**src/rtl/apb_ucpd_tx_fsm_pkg.sv**
```systemverilog
// Shared encodings for the UCPD transmit sequencer: state codes, phase lengths, tx_mode codes.
package apb_ucpd_tx_fsm_pkg;

    localparam logic [2:0] ST_IDLE = 3'd0;
    localparam logic [2:0] ST_PRE  = 3'd1;
    localparam logic [2:0] ST_SOP  = 3'd2;
    localparam logic [2:0] ST_DATA = 3'd3;
    localparam logic [2:0] ST_CRC  = 3'd4;
    localparam logic [2:0] ST_EOP  = 3'd5;
    localparam logic [2:0] ST_WAIT = 3'd6;

    localparam int unsigned PRE_BITS_DFLT = 128;
    localparam int unsigned SOP_BITS_DFLT = 20;
    localparam int unsigned CRC_BITS_DFLT = 40;
    localparam int unsigned EOP_BITS_DFLT = 5;
    localparam int unsigned IFG_BITS_DFLT = 25;
    // One payload byte is 10 encoded bits (two 4b5b symbols).
    localparam int unsigned BYTE_BITS     = 10;
    localparam int unsigned BITCNT_W      = 7;

    localparam logic [1:0] TXMODE_NORMAL = 2'b00;
    localparam logic [1:0] TXMODE_CRST   = 2'b01;

endpackage

```
**src/rtl/apb_ucpd_tx_bitcnt.sv**
```systemverilog
// Bit-time counter for the transmit sequencer: clears on request, counts bit_clk_red pulses,
// saturates at the terminal value and flags the terminal bit.
module apb_ucpd_tx_bitcnt
    import apb_ucpd_tx_fsm_pkg::*;
(
    input  logic                ic_clk,
    input  logic                ic_rst_n,
    input  logic                clr,
    input  logic                bit_clk_red,
    input  logic [BITCNT_W-1:0] term,
    output logic                term_hit
);

    logic [BITCNT_W-1:0] cnt_q, cnt_d;

    always_comb begin
        cnt_d = cnt_q;
        if (clr) begin
            cnt_d = '0;
        end else if (bit_clk_red && (cnt_q != term)) begin
            cnt_d = cnt_q + 1'b1;
        end
    end

    always_ff @(posedge ic_clk or negedge ic_rst_n) begin
        if (!ic_rst_n) begin
            cnt_q <= '0;
        end else begin
            cnt_q <= cnt_d;
        end
    end

    assign term_hit = bit_clk_red && (cnt_q == term);

endmodule

```
**src/rtl/apb_ucpd_tx_fsm.sv**
```systemverilog
// UCPD transmit sequencer: walks preamble, SOP, payload, CRC, EOP and inter-frame gap,
// and handles hard/cable reset frames, discards and hard-reset abort.
module apb_ucpd_tx_fsm
    import apb_ucpd_tx_fsm_pkg::*;
#(
    parameter int unsigned PRE_BITS = PRE_BITS_DFLT,
    parameter int unsigned SOP_BITS = SOP_BITS_DFLT,
    parameter int unsigned CRC_BITS = CRC_BITS_DFLT,
    parameter int unsigned EOP_BITS = EOP_BITS_DFLT,
    parameter int unsigned IFG_BITS = IFG_BITS_DFLT,
    parameter int unsigned PAYSZ_W  = 10
) (
    input  logic               ic_clk,
    input  logic               ic_rst_n,
    input  logic               bit_clk_red,
    input  logic               transmit_en,
    input  logic               tx_hrst,
    input  logic [1:0]         tx_mode,
    input  logic [PAYSZ_W-1:0] tx_paysz,
    input  logic               rx_busy,
    input  logic               hrst_tx_en,
    output logic               pre_en,
    output logic               sop_en,
    output logic               data_en,
    output logic               crc_en,
    output logic               eop_en,
    output logic               txfifo_ld_en,
    output logic               txdr_req,
    output logic               tx_sop_cmplt,
    output logic               tx_data_cmplt,
    output logic               tx_crc_cmplt,
    output logic               tx_eop_cmplt,
    output logic               tx_wait_cmplt,
    output logic               tx_msg_disc,
    output logic               tx_hrst_disc,
    output logic               tx_busy
);

    localparam logic [BITCNT_W-1:0] PRE_TERM  = BITCNT_W'(PRE_BITS - 1);
    localparam logic [BITCNT_W-1:0] SOP_TERM  = BITCNT_W'(SOP_BITS - 1);
    localparam logic [BITCNT_W-1:0] BYTE_TERM = BITCNT_W'(BYTE_BITS - 1);
    localparam logic [BITCNT_W-1:0] CRC_TERM  = BITCNT_W'(CRC_BITS - 1);
    localparam logic [BITCNT_W-1:0] EOP_TERM  = BITCNT_W'(EOP_BITS - 1);
    localparam logic [BITCNT_W-1:0] IFG_TERM  = BITCNT_W'(IFG_BITS - 1);

    logic [2:0]         state_q, state_d;
    logic               hrst_frm_q, hrst_frm_d;
    logic               crst_frm_q, crst_frm_d;
    logic               hrst_abort_q, hrst_abort_d;
    logic               hrst_pend_q, hrst_pend_d;
    logic [PAYSZ_W-1:0] paysz_q, paysz_d;
    logic [PAYSZ_W-1:0] byte_cnt_q, byte_cnt_d;
    logic               txdr_req_q, txdr_req_d;
    logic               tx_hrst_q, transmit_en_q;

    logic               hrst_rise, tx_rise;
    logic               pre_restart, byte_adv, last_byte;
    logic               bit_clr, term_hit;
    logic [BITCNT_W-1:0] term;
    logic [PAYSZ_W:0]   paysz_ext, byte_cnt_ext, ld_idx;

    assign hrst_rise    = tx_hrst & ~tx_hrst_q;
    assign tx_rise      = transmit_en & ~transmit_en_q;
    assign paysz_ext    = {1'b0, paysz_q};
    assign byte_cnt_ext = {1'b0, byte_cnt_q};
    assign last_byte    = (byte_cnt_ext + 1'b1) >= paysz_ext;

    always_comb begin
        case (state_q)
            ST_PRE:  term = PRE_TERM;
            ST_SOP:  term = SOP_TERM;
            ST_DATA: term = BYTE_TERM;
            ST_CRC:  term = CRC_TERM;
            ST_EOP:  term = EOP_TERM;
            ST_WAIT: term = IFG_TERM;
            default: term = '0;
        endcase
    end

    always_comb begin
        state_d       = state_q;
        hrst_frm_d    = hrst_frm_q;
        crst_frm_d    = crst_frm_q;
        hrst_abort_d  = hrst_abort_q;
        hrst_pend_d   = hrst_pend_q;
        paysz_d       = paysz_q;
        byte_cnt_d    = byte_cnt_q;
        pre_restart   = 1'b0;
        byte_adv      = 1'b0;
        txfifo_ld_en  = 1'b0;
        tx_sop_cmplt  = 1'b0;
        tx_data_cmplt = 1'b0;
        tx_crc_cmplt  = 1'b0;
        tx_eop_cmplt  = 1'b0;
        tx_wait_cmplt = 1'b0;
        tx_msg_disc   = 1'b0;
        tx_hrst_disc  = 1'b0;

        case (state_q)
            ST_IDLE: begin
                // A hard reset held pending from EOP/WAIT acts like a fresh edge here.
                if (hrst_rise || hrst_pend_q) begin
                    hrst_pend_d = 1'b0;
                    if (rx_busy) begin
                        tx_hrst_disc = 1'b1;
                    end else begin
                        state_d    = ST_PRE;
                        hrst_frm_d = 1'b1;
                        crst_frm_d = 1'b0;
                    end
                end else if (tx_rise) begin
                    if (rx_busy) begin
                        tx_msg_disc = 1'b1;
                    end else begin
                        state_d    = ST_PRE;
                        hrst_frm_d = 1'b0;
                        crst_frm_d = (tx_mode == TXMODE_CRST);
                    end
                end
            end
            ST_PRE: begin
                if (hrst_rise) begin
                    hrst_frm_d  = 1'b1;
                    crst_frm_d  = 1'b0;
                    pre_restart = 1'b1;
                end else if (term_hit) begin
                    state_d = ST_SOP;
                end
            end
            ST_SOP: begin
                if (hrst_rise) begin
                    hrst_abort_d = 1'b1;
                    state_d      = ST_EOP;
                end else if (term_hit) begin
                    tx_sop_cmplt = 1'b1;
                    if (hrst_frm_q || crst_frm_q) begin
                        state_d = ST_WAIT;
                    end else if (paysz_q == '0) begin
                        tx_data_cmplt = 1'b1;
                        state_d       = ST_CRC;
                    end else begin
                        state_d      = ST_DATA;
                        txfifo_ld_en = 1'b1;
                        byte_cnt_d   = '0;
                    end
                end
            end
            ST_DATA: begin
                if (hrst_rise) begin
                    hrst_abort_d = 1'b1;
                    state_d      = ST_EOP;
                end else if (term_hit) begin
                    if (last_byte) begin
                        tx_data_cmplt = 1'b1;
                        state_d       = ST_CRC;
                    end else begin
                        txfifo_ld_en = 1'b1;
                        byte_adv     = 1'b1;
                        byte_cnt_d   = byte_cnt_q + 1'b1;
                    end
                end
            end
            ST_CRC: begin
                if (hrst_rise) begin
                    hrst_abort_d = 1'b1;
                    state_d      = ST_EOP;
                end else if (term_hit) begin
                    tx_crc_cmplt = 1'b1;
                    state_d      = ST_EOP;
                end
            end
            ST_EOP: begin
                if (hrst_rise) begin
                    hrst_pend_d = 1'b1;
                end
                if (term_hit) begin
                    tx_eop_cmplt = 1'b1;
                    if (hrst_abort_q || hrst_tx_en) begin
                        state_d      = ST_PRE;
                        hrst_frm_d   = 1'b1;
                        crst_frm_d   = 1'b0;
                        hrst_abort_d = 1'b0;
                        hrst_pend_d  = 1'b0;
                    end else begin
                        state_d = ST_WAIT;
                    end
                end
            end
            ST_WAIT: begin
                if (hrst_rise) begin
                    hrst_pend_d = 1'b1;
                end
                if (term_hit) begin
                    tx_wait_cmplt = 1'b1;
                    state_d       = ST_IDLE;
                    hrst_frm_d    = 1'b0;
                    crst_frm_d    = 1'b0;
                end
            end
            default: begin
                state_d = ST_IDLE;
            end
        endcase

        if ((state_d == ST_PRE) && ((state_q != ST_PRE) || pre_restart)) begin
            paysz_d = tx_paysz;
        end
    end

    // Request the next TXDR write only if another byte remains after the one just loaded.
    assign ld_idx     = byte_adv ? (byte_cnt_ext + 1'b1) : '0;
    assign txdr_req_d = txfifo_ld_en && ((ld_idx + 1'b1) < paysz_ext);

    assign bit_clr = (state_d != state_q) || pre_restart || byte_adv || (state_q == ST_IDLE);

    apb_ucpd_tx_bitcnt u_bitcnt (
        .ic_clk      (ic_clk),
        .ic_rst_n    (ic_rst_n),
        .clr         (bit_clr),
        .bit_clk_red (bit_clk_red),
        .term        (term),
        .term_hit    (term_hit)
    );

    always_ff @(posedge ic_clk or negedge ic_rst_n) begin
        if (!ic_rst_n) begin
            state_q       <= ST_IDLE;
            hrst_frm_q    <= 1'b0;
            crst_frm_q    <= 1'b0;
            hrst_abort_q  <= 1'b0;
            hrst_pend_q   <= 1'b0;
            paysz_q       <= '0;
            byte_cnt_q    <= '0;
            txdr_req_q    <= 1'b0;
            tx_hrst_q     <= 1'b0;
            transmit_en_q <= 1'b0;
        end else begin
            state_q       <= state_d;
            hrst_frm_q    <= hrst_frm_d;
            crst_frm_q    <= crst_frm_d;
            hrst_abort_q  <= hrst_abort_d;
            hrst_pend_q   <= hrst_pend_d;
            paysz_q       <= paysz_d;
            byte_cnt_q    <= byte_cnt_d;
            txdr_req_q    <= txdr_req_d;
            tx_hrst_q     <= tx_hrst;
            transmit_en_q <= transmit_en;
        end
    end

    assign pre_en   = (state_q == ST_PRE);
    assign sop_en   = (state_q == ST_SOP);
    assign data_en  = (state_q == ST_DATA);
    assign crc_en   = (state_q == ST_CRC);
    assign eop_en   = (state_q == ST_EOP);
    assign txdr_req = txdr_req_q;
    assign tx_busy  = (state_q != ST_IDLE);

endmodule

```
**config.mk**
```make
export PLATFORM = sky130hd
export DESIGN_NAME = apb_ucpd_tx_fsm
export DESIGN_NICKNAME = d
export VERILOG_FILES = /design/src/rtl/apb_ucpd_tx_fsm_pkg.sv /design/src/rtl/apb_ucpd_tx_bitcnt.sv /design/src/rtl/apb_ucpd_tx_fsm.sv
export SDC_FILE = /design/constraint.sdc
export NUM_CORES = 1
export LEC_CHECK = 0
export CELL_PAD_IN_SITES_DETAIL_PLACEMENT = 0
export CELL_PAD_IN_SITES_GLOBAL_PLACEMENT = 1
export CORE_ASPECT_RATIO = 1.1
export CORE_MARGIN = 2
export CORE_UTILIZATION = 39
export CTS_CLUSTER_DIAMETER = 30
export DETAILED_ROUTE_END_ITERATION = 10
export PLACE_DENSITY = 0.82
export RECOVER_POWER = 50
export SLEW_MARGIN = 20
export SYNTH_ARGS = -nofsm -noshare
export SYNTH_HDL_FRONTEND = slang
export SYNTH_SLANG_ARGS = --single-unit
```
**constraint.sdc**
```tcl
create_clock -name ic_clk -period 3.7 [get_ports ic_clk]
set_input_delay 0.37 -clock ic_clk [delete_from_list [all_inputs] [get_ports ic_clk]]
set_output_delay 0.37 -clock ic_clk [all_outputs]
set_load 0.02 [all_outputs]
```
==> run summary, run 1 <==
Crit. End Element: flip-flop
pwr dens: 555 mW/mm²
switching power total: 957 µW
Avg Cell Area, Syn: 8.46 µm²
DIE AREA: 0.00835 mm²
GP Congestion: 0.864
num rows: 33
post-synth cell types: 58
Clock Sinks: 37
Initial Util: 0.401
WL met2: 3.87 mm
Synth Instances: 352
final period utilization: 0.966
Avg WL per Cell: 15.2 µm
skew final: 13.4 ps
H-tree level count: 2
vias in the first global route: 2,753
number of max-cap violations: 1
P_int: 1.16 mW
fraction of layout cells with a size suffix above 1: 0.196
Clock Latency Late Sink: 300 ps
# setup viols final: 0
DRC violations left: 0
unrepaired setup endpoints after global routing: true
clock share of power: 0.133
register bit total from synthesis: 37
CTS tree: built
Die H: 95.7 µm
M1 WL: 3.29 mm
Tmin final: 3570 ps
Peak VDD IR: 305 µV
Critical Path Fanout Max: 6
Fin. Hold Viols: 0
data arrival time of the worst path: 3800 ps
Worst Tran Pin Value: 2080 ps
Root Buffer: clkbuf_8
Hold Path Class: flip-flop to flip-flop
Main synth FF type: dfrtp_1
via count: 2,819
gr usage total: 0.192
largest net degree at the start of global routing: 38
reg2reg setup slack: 130 ps
Fmax achieved: 280 MHz
Core Region: 0.00743 mm²
utilization after layout: 0.514
max layer used: met4
ys async rst share: 1.00
area fraction of the dominant cell type after synthesis: 0.311
Mapped Area: 0.00298 mm²
first-pass GRT wire length: 12.8 mm
I/O Pins: 34
antenna violations before repair: 0
Pleak: 1.65 nW
routed wire length: 7.52 mm
total grt overflow: 0
post-synth top area cell: dfrtp_1
synth top area cells: dfrtp_1 (31%), ha_1 (8.8%), mux2_2 (4.2%)
Max-slew headroom: -0.384
antenna-violating nets left: 0
synth cell count leaders: dfrtp_1 (37), nand2_1 (32), nor2_1 (30)
failing checks: capacitance limit, slew limit
CP max stage delay: 430 ps
startpoint class of the critical path: flip-flop
total power: 2.12 mW
diodes inserted: 0
final cell count without fillers: 496
Yosys warnings: 0
CP Cell Sequence: ha_4 -> and4_4 -> nand4_1 -> xor2_1 -> inv_1 -> ha_4 -> a21o_1 -> a21oi_2 -> o31ai_2 -> a21o_1 -> or4_4 -> buf_6 -> nor3b_2 -> ha_1 -> nand3_2 -> o22ai_1 -> nor3_1 -> o221ai_1 -> nor2_1
detailed placer's ending HPWL: 5.65 mm
nets: 448
top-count cell post-synth: dfrtp_1
outcome: finished with violations
Post-CTS Hold Buffers: 0
met3 WL: 271 µm
sequential-to-total area share from yosys stat: 0.311
Reg clk slew, reported paths: 80 ps
worst-case clock buffer depth: 2
Placed Cells: 483
Total Neg Setup Slack: 0 ps
IO buf count: 33
filler instances: 709
storage element area: 927 µm²
Post-synth EDFFs: 0
sequential share of power: 0.304
fin. max-slew vios: 38
Layout area overhead: 28.3%
Critical Path RT: 3930 ps
Mapped Nets: 392
Initial DRC Count: 137
Net Sw Frac: 0.451
CP max-delay cell: or4_4
Setup Crit Path Kind: flip-flop to flip-flop
total CTS buffers: 5
Pre-antenna DRT Iters: 5
Comb power frac: 0.564
die width: 87.3 µm
footprint of the multi-input gates: 0.00207 mm²
Vias per Instance: 5.68
==> power by group through the flow <==
| stage | clock network [mW] | registers (mW) | logic, mW |
|---|---|---|---|
| final | 0.282 | 0.644 | 1.20 |
| after global placement | 0 | 0.648 | 1.13 |
| after global routing | 0.307 | 0.665 | 1.33 |
| after detailed placement | 0 | 0.654 | 1.16 |
| after CTS | 0.289 | 0.645 | 1.18 |
| after floorplan | 0 | 0.585 | 0.889 |
==> what timing repair did <==
item,4_1_cts,5_1_grt
pin swaps,11,11
cloned,1,0
setup buffers,3,1
resized for setup,17,20
endpoints found under the setup margin,2,14
==> flip-flops by register name (all words and copies together), names as in the netlist, 3 cells and up <==
signal          count
byte_cnt_q         10
paysz_q            10
u_bitcnt.cnt_q      7
state_q             3
==> critical path: cells and delay by family (launching register included) <==
kind	cells	cell delay (ps)
DFF	1	400
buffers and inverters	2	270
AOI/OAI and AO/OA	6	780
and+or+nand+nor	7	1250
adders and majority gates	3	630
xor gates and xnor gates	1	190
==> placed cells by master, fill, tap and decap left out, types with 3 or more instances in the layout <==
cell              n
mux2i_1           4
dlygate4sd3_1     3
o221ai_1          3
a21o_1            5
dfrtp_1          36
inv_1            22
a211oi_1          4
nand3_1           9
buf_4            27
and4b_1           3
nor2_1           28
nand4b_1          4
nor3_1           15
and2_1            3
ha_2              3
a21oi_1          16
o21ai_1           3
xnor2_1          11
nand2b_1          7
or3_1             3
o21a_1            3
nand2_1          31
o21ai_0          13
nor3_4            3
and3_1            3
mux2_2           11
o31ai_1           7
nand4_1           5
clkbuf_1          3
xor2_1            7
nor4_1            5
ha_4              4
clkbuf_8          5
ha_1             14
clkdlybuf4s50_1  27
nor2b_1           7
==> metrics by stage <==
stage	cell area, µm²	worst slack, ps	hold WS [ps]
finish	3820	125	512
global route	3820	-134	533
CTS	3730	6.78	218
detailed placement	3570	-99.3	498
global placement	3570	17.9	490
floorplan	3010	7.40	74.4
==> worst paths after layout <==
path | startpoint | endpoint | depth (start not counted)
worst min-delay path | paysz_q[2] | paysz_q[2] | 1
max in group asynchronous | ic_rst_n | byte_cnt_q[0] | 1
worst min register to register | paysz_q[2] | paysz_q[2] | 1
worst max register to register | byte_cnt_q[1] | txdr_req | 19
worst max-delay path | byte_cnt_q[1] | txdr_req | 19
min in group asynchronous | ic_rst_n | u_bitcnt.cnt_q[5] | 1
==> cell families after synthesis <==
group / count (synthesis) / synth area share
buf+inv: 37 / 0.0479
xor+xnor: 19 / 0.0559
mux: 16 / 0.0588
simple gates: 140 / 0.245
flops: 37 / 0.311
compound gates: 81 / 0.190
fa+ha+maj: 22 / 0.0916
==> per-layer routing <==
metal  up-vias  GRT usage
li1       1410          -
met1      1335      0.237
met2        65      0.345
met3         9     0.0303
met4         0     0.0526
met5         -          0
==> final cells by class <==
class,count,area share
well taps,87,0.0285
multi-input cells,278,0.542
repair buffers,63,0.142
clock buffers,6,0.0190
flip-flops and latches,37,0.243
clock inverters,2,0.00262
inverters,23,0.0226
Power figures use the tool's default switching activity.
==> run 2, diff against run 1 <==
- GPL_TIMING_DRIVEN: not set -> 1
==> results of run 2 <==
Same layout as run 1: the final DEF is identical, and so are final timing and power.
==> run 3, diff against run 2 <==
- CORE_MARGIN: 2 -> 1
- SLEW_MARGIN: 20 -> 10
==> run 3 against run 2 <==
  * The run ends with capacitance limit, slew limit, setup timing left
  * Critical path depth rose by 1
  * Combinational power is essentially flat
  * Utilization down 0.25 points
  * Largest power group unchanged
  * Largest cell class unchanged
  * Clock skew shrank 8.3 ps
  * Clock-buffer cell count did not move
  * Sequential share of layout area up 0.12 points
==> run summary, run 3 (synthesized netlist as in run 1, its figures left out) <==
Pleak: 1.70 nW
# setup viols final: 1
I/O Pins: 34
Reg clk slew, reported paths: 70 ps
fin. max-slew vios: 38
most frequent cells in the layout: dfrtp_1 (36), nand2_1 (31), buf_4 (30), nor2_1 (28), clkdlybuf4s50_1 (25)
Hold Path Class: flip-flop to flip-flop
Net Sw Frac: 0.450
Layout area overhead: 27.6%
worst-case clock buffer depth: 2
Tmin final: 3770 ps
failing checks: capacitance limit, slew limit, setup timing
Worst Tran Pin Value: 2080 ps
IO buf count: 33
Comb power frac: 0.562
Clock Sinks: 37
via count: 2,808
routed wire length: 7.67 mm
sequential share of power: 0.307
commonest non-fill, non-tap cell in the layout: dfrtp_1
H-tree level count: 2
diodes inserted: 0
Critical Path RT: 3870 ps
worst setup margin: -68.2 ps
Clock Latency Late Sink: 290 ps
Initial DRC Count: 93
Pre-antenna DRT Iters: 6
total grt overflow: 0
nets: 451
DIE AREA: 0.00799 mm²
total CTS buffers: 5
first-pass GRT wire length: 12.9 mm
utilization after layout: 0.512
num rows: 33
clock share of power: 0.132
Setup WS pre-CTS: -69.6 ps
Peak VDD IR: 280 µV
total power: 2.09 mW
largest net degree at the start of global routing: 38
GP Congestion: 0.836
number of max-cap violations: 1
Max-slew headroom: -0.387
CTS tree: built
Core Region: 0.00743 mm²
antenna-violating nets left: 0
P_int: 1.15 mW
die width: 85.3 µm
fraction of layout cells with a size suffix above 1: 0.192
Fmax achieved: 265 MHz
Fin. Hold Viols: 0
data arrival time of the worst path: 3940 ps
Root Buffer: clkbuf_8
detailed placer's ending HPWL: 5.63 mm
DRC violations left: 0
vias in the first global route: 2,789
antenna violations before repair: 0
final cell count without fillers: 499
outcome: finished with violations
Die H: 93.7 µm
switching power total: 942 µW
pwr dens: 550 mW/mm²
Vias per Instance: 5.63
unrepaired setup endpoints after global routing: true
startpoint class of the critical path: flip-flop
Initial Util: 0.401
Avg WL per Cell: 15.4 µm
Critical Path Fanout Max: 7
Crit. End Element: flip-flop
gr usage total: 0.202
Setup Crit Path Kind: flip-flop to flip-flop
top flop regs: byte_cnt_q x10, paysz_q x10, u_bitcnt.cnt_q x7
Placed Cells: 484
final period utilization: 1.02
skew final: 5.07 ps
## run 3: critical path, cell delays in order, from the launching register on
cell and delay [ps]:
dfrtp_1 390, ha_4 140, and4_4 220, nand4_1 110, xor2_1 210, inv_1 110
ha_1 310, a21o_1 180, a21oi_2 140, o31ai_2 90, a21o_1 170, or4_4 470
buf_6 150, buf_6 130, a211oi_2 160, ha_1 170, inv_1 50, o22ai_2 180
nor3_2 50, o221ai_1 140, nor2_1 70
## run 3: worst paths after layout
path	startpoint	cells past startpoint	slack [ps]	endpoint
max	byte_cnt_q[1]	20	-70	txdr_req
min	paysz_q[1]	1	510	paysz_q[1]
max reg2reg	byte_cnt_q[1]	20	-70	txdr_req
min reg2reg	paysz_q[1]	1	510	paysz_q[1]
max in group asynchronous	ic_rst_n	1	1680	byte_cnt_q[0]
min in group asynchronous	ic_rst_n	1	670	u_bitcnt.cnt_q[0]
## run 3: final cells by class
type	count	area [µm²]
clock buffers	6	72.6
clock inverters	2	10.0
fillers	714	3630
inverters	23	86.3
multi-input cells	278	2020
flip-flops and latches	37	927
well taps	87	109
repair buffers	66	576
## run 3: timing repair
action	CTS	global route
pin swaps	19	4
buffers inserted	4	3
hold buffers	0	0
endpoints found under the setup margin	2	8
resized for setup	23	8
## run 3: stage by stage
stage	hold WS (ps)	setup TNS [ps]	area [µm²]
floorplan	74.4	0	3010
global placement	489	0	3580
detailed placement	502	-81.2	3580
CTS	214	-1.71	3760
global route	528	-890	3800
finish	513	-68.2	3800
## run 3: metal layers
layer  vias up  part of all wire  track usage
met3        12             0.035       0.0290
li1       1407                 -            -
met2        64              0.51        0.371
met1      1325              0.44        0.246
met4         0             0.014       0.0583
met5         -                 0            0
## run 3: power by group through the flow
stage                     Clock, mW  Combinational (mW)  Sequential [mW]
after floorplan                   0               0.889            0.585
after global routing          0.300                1.31            0.662
final                         0.276                1.18            0.642
after CTS                     0.287                1.18            0.643
after global placement            0                1.13            0.645
after detailed placement          0                1.16            0.652
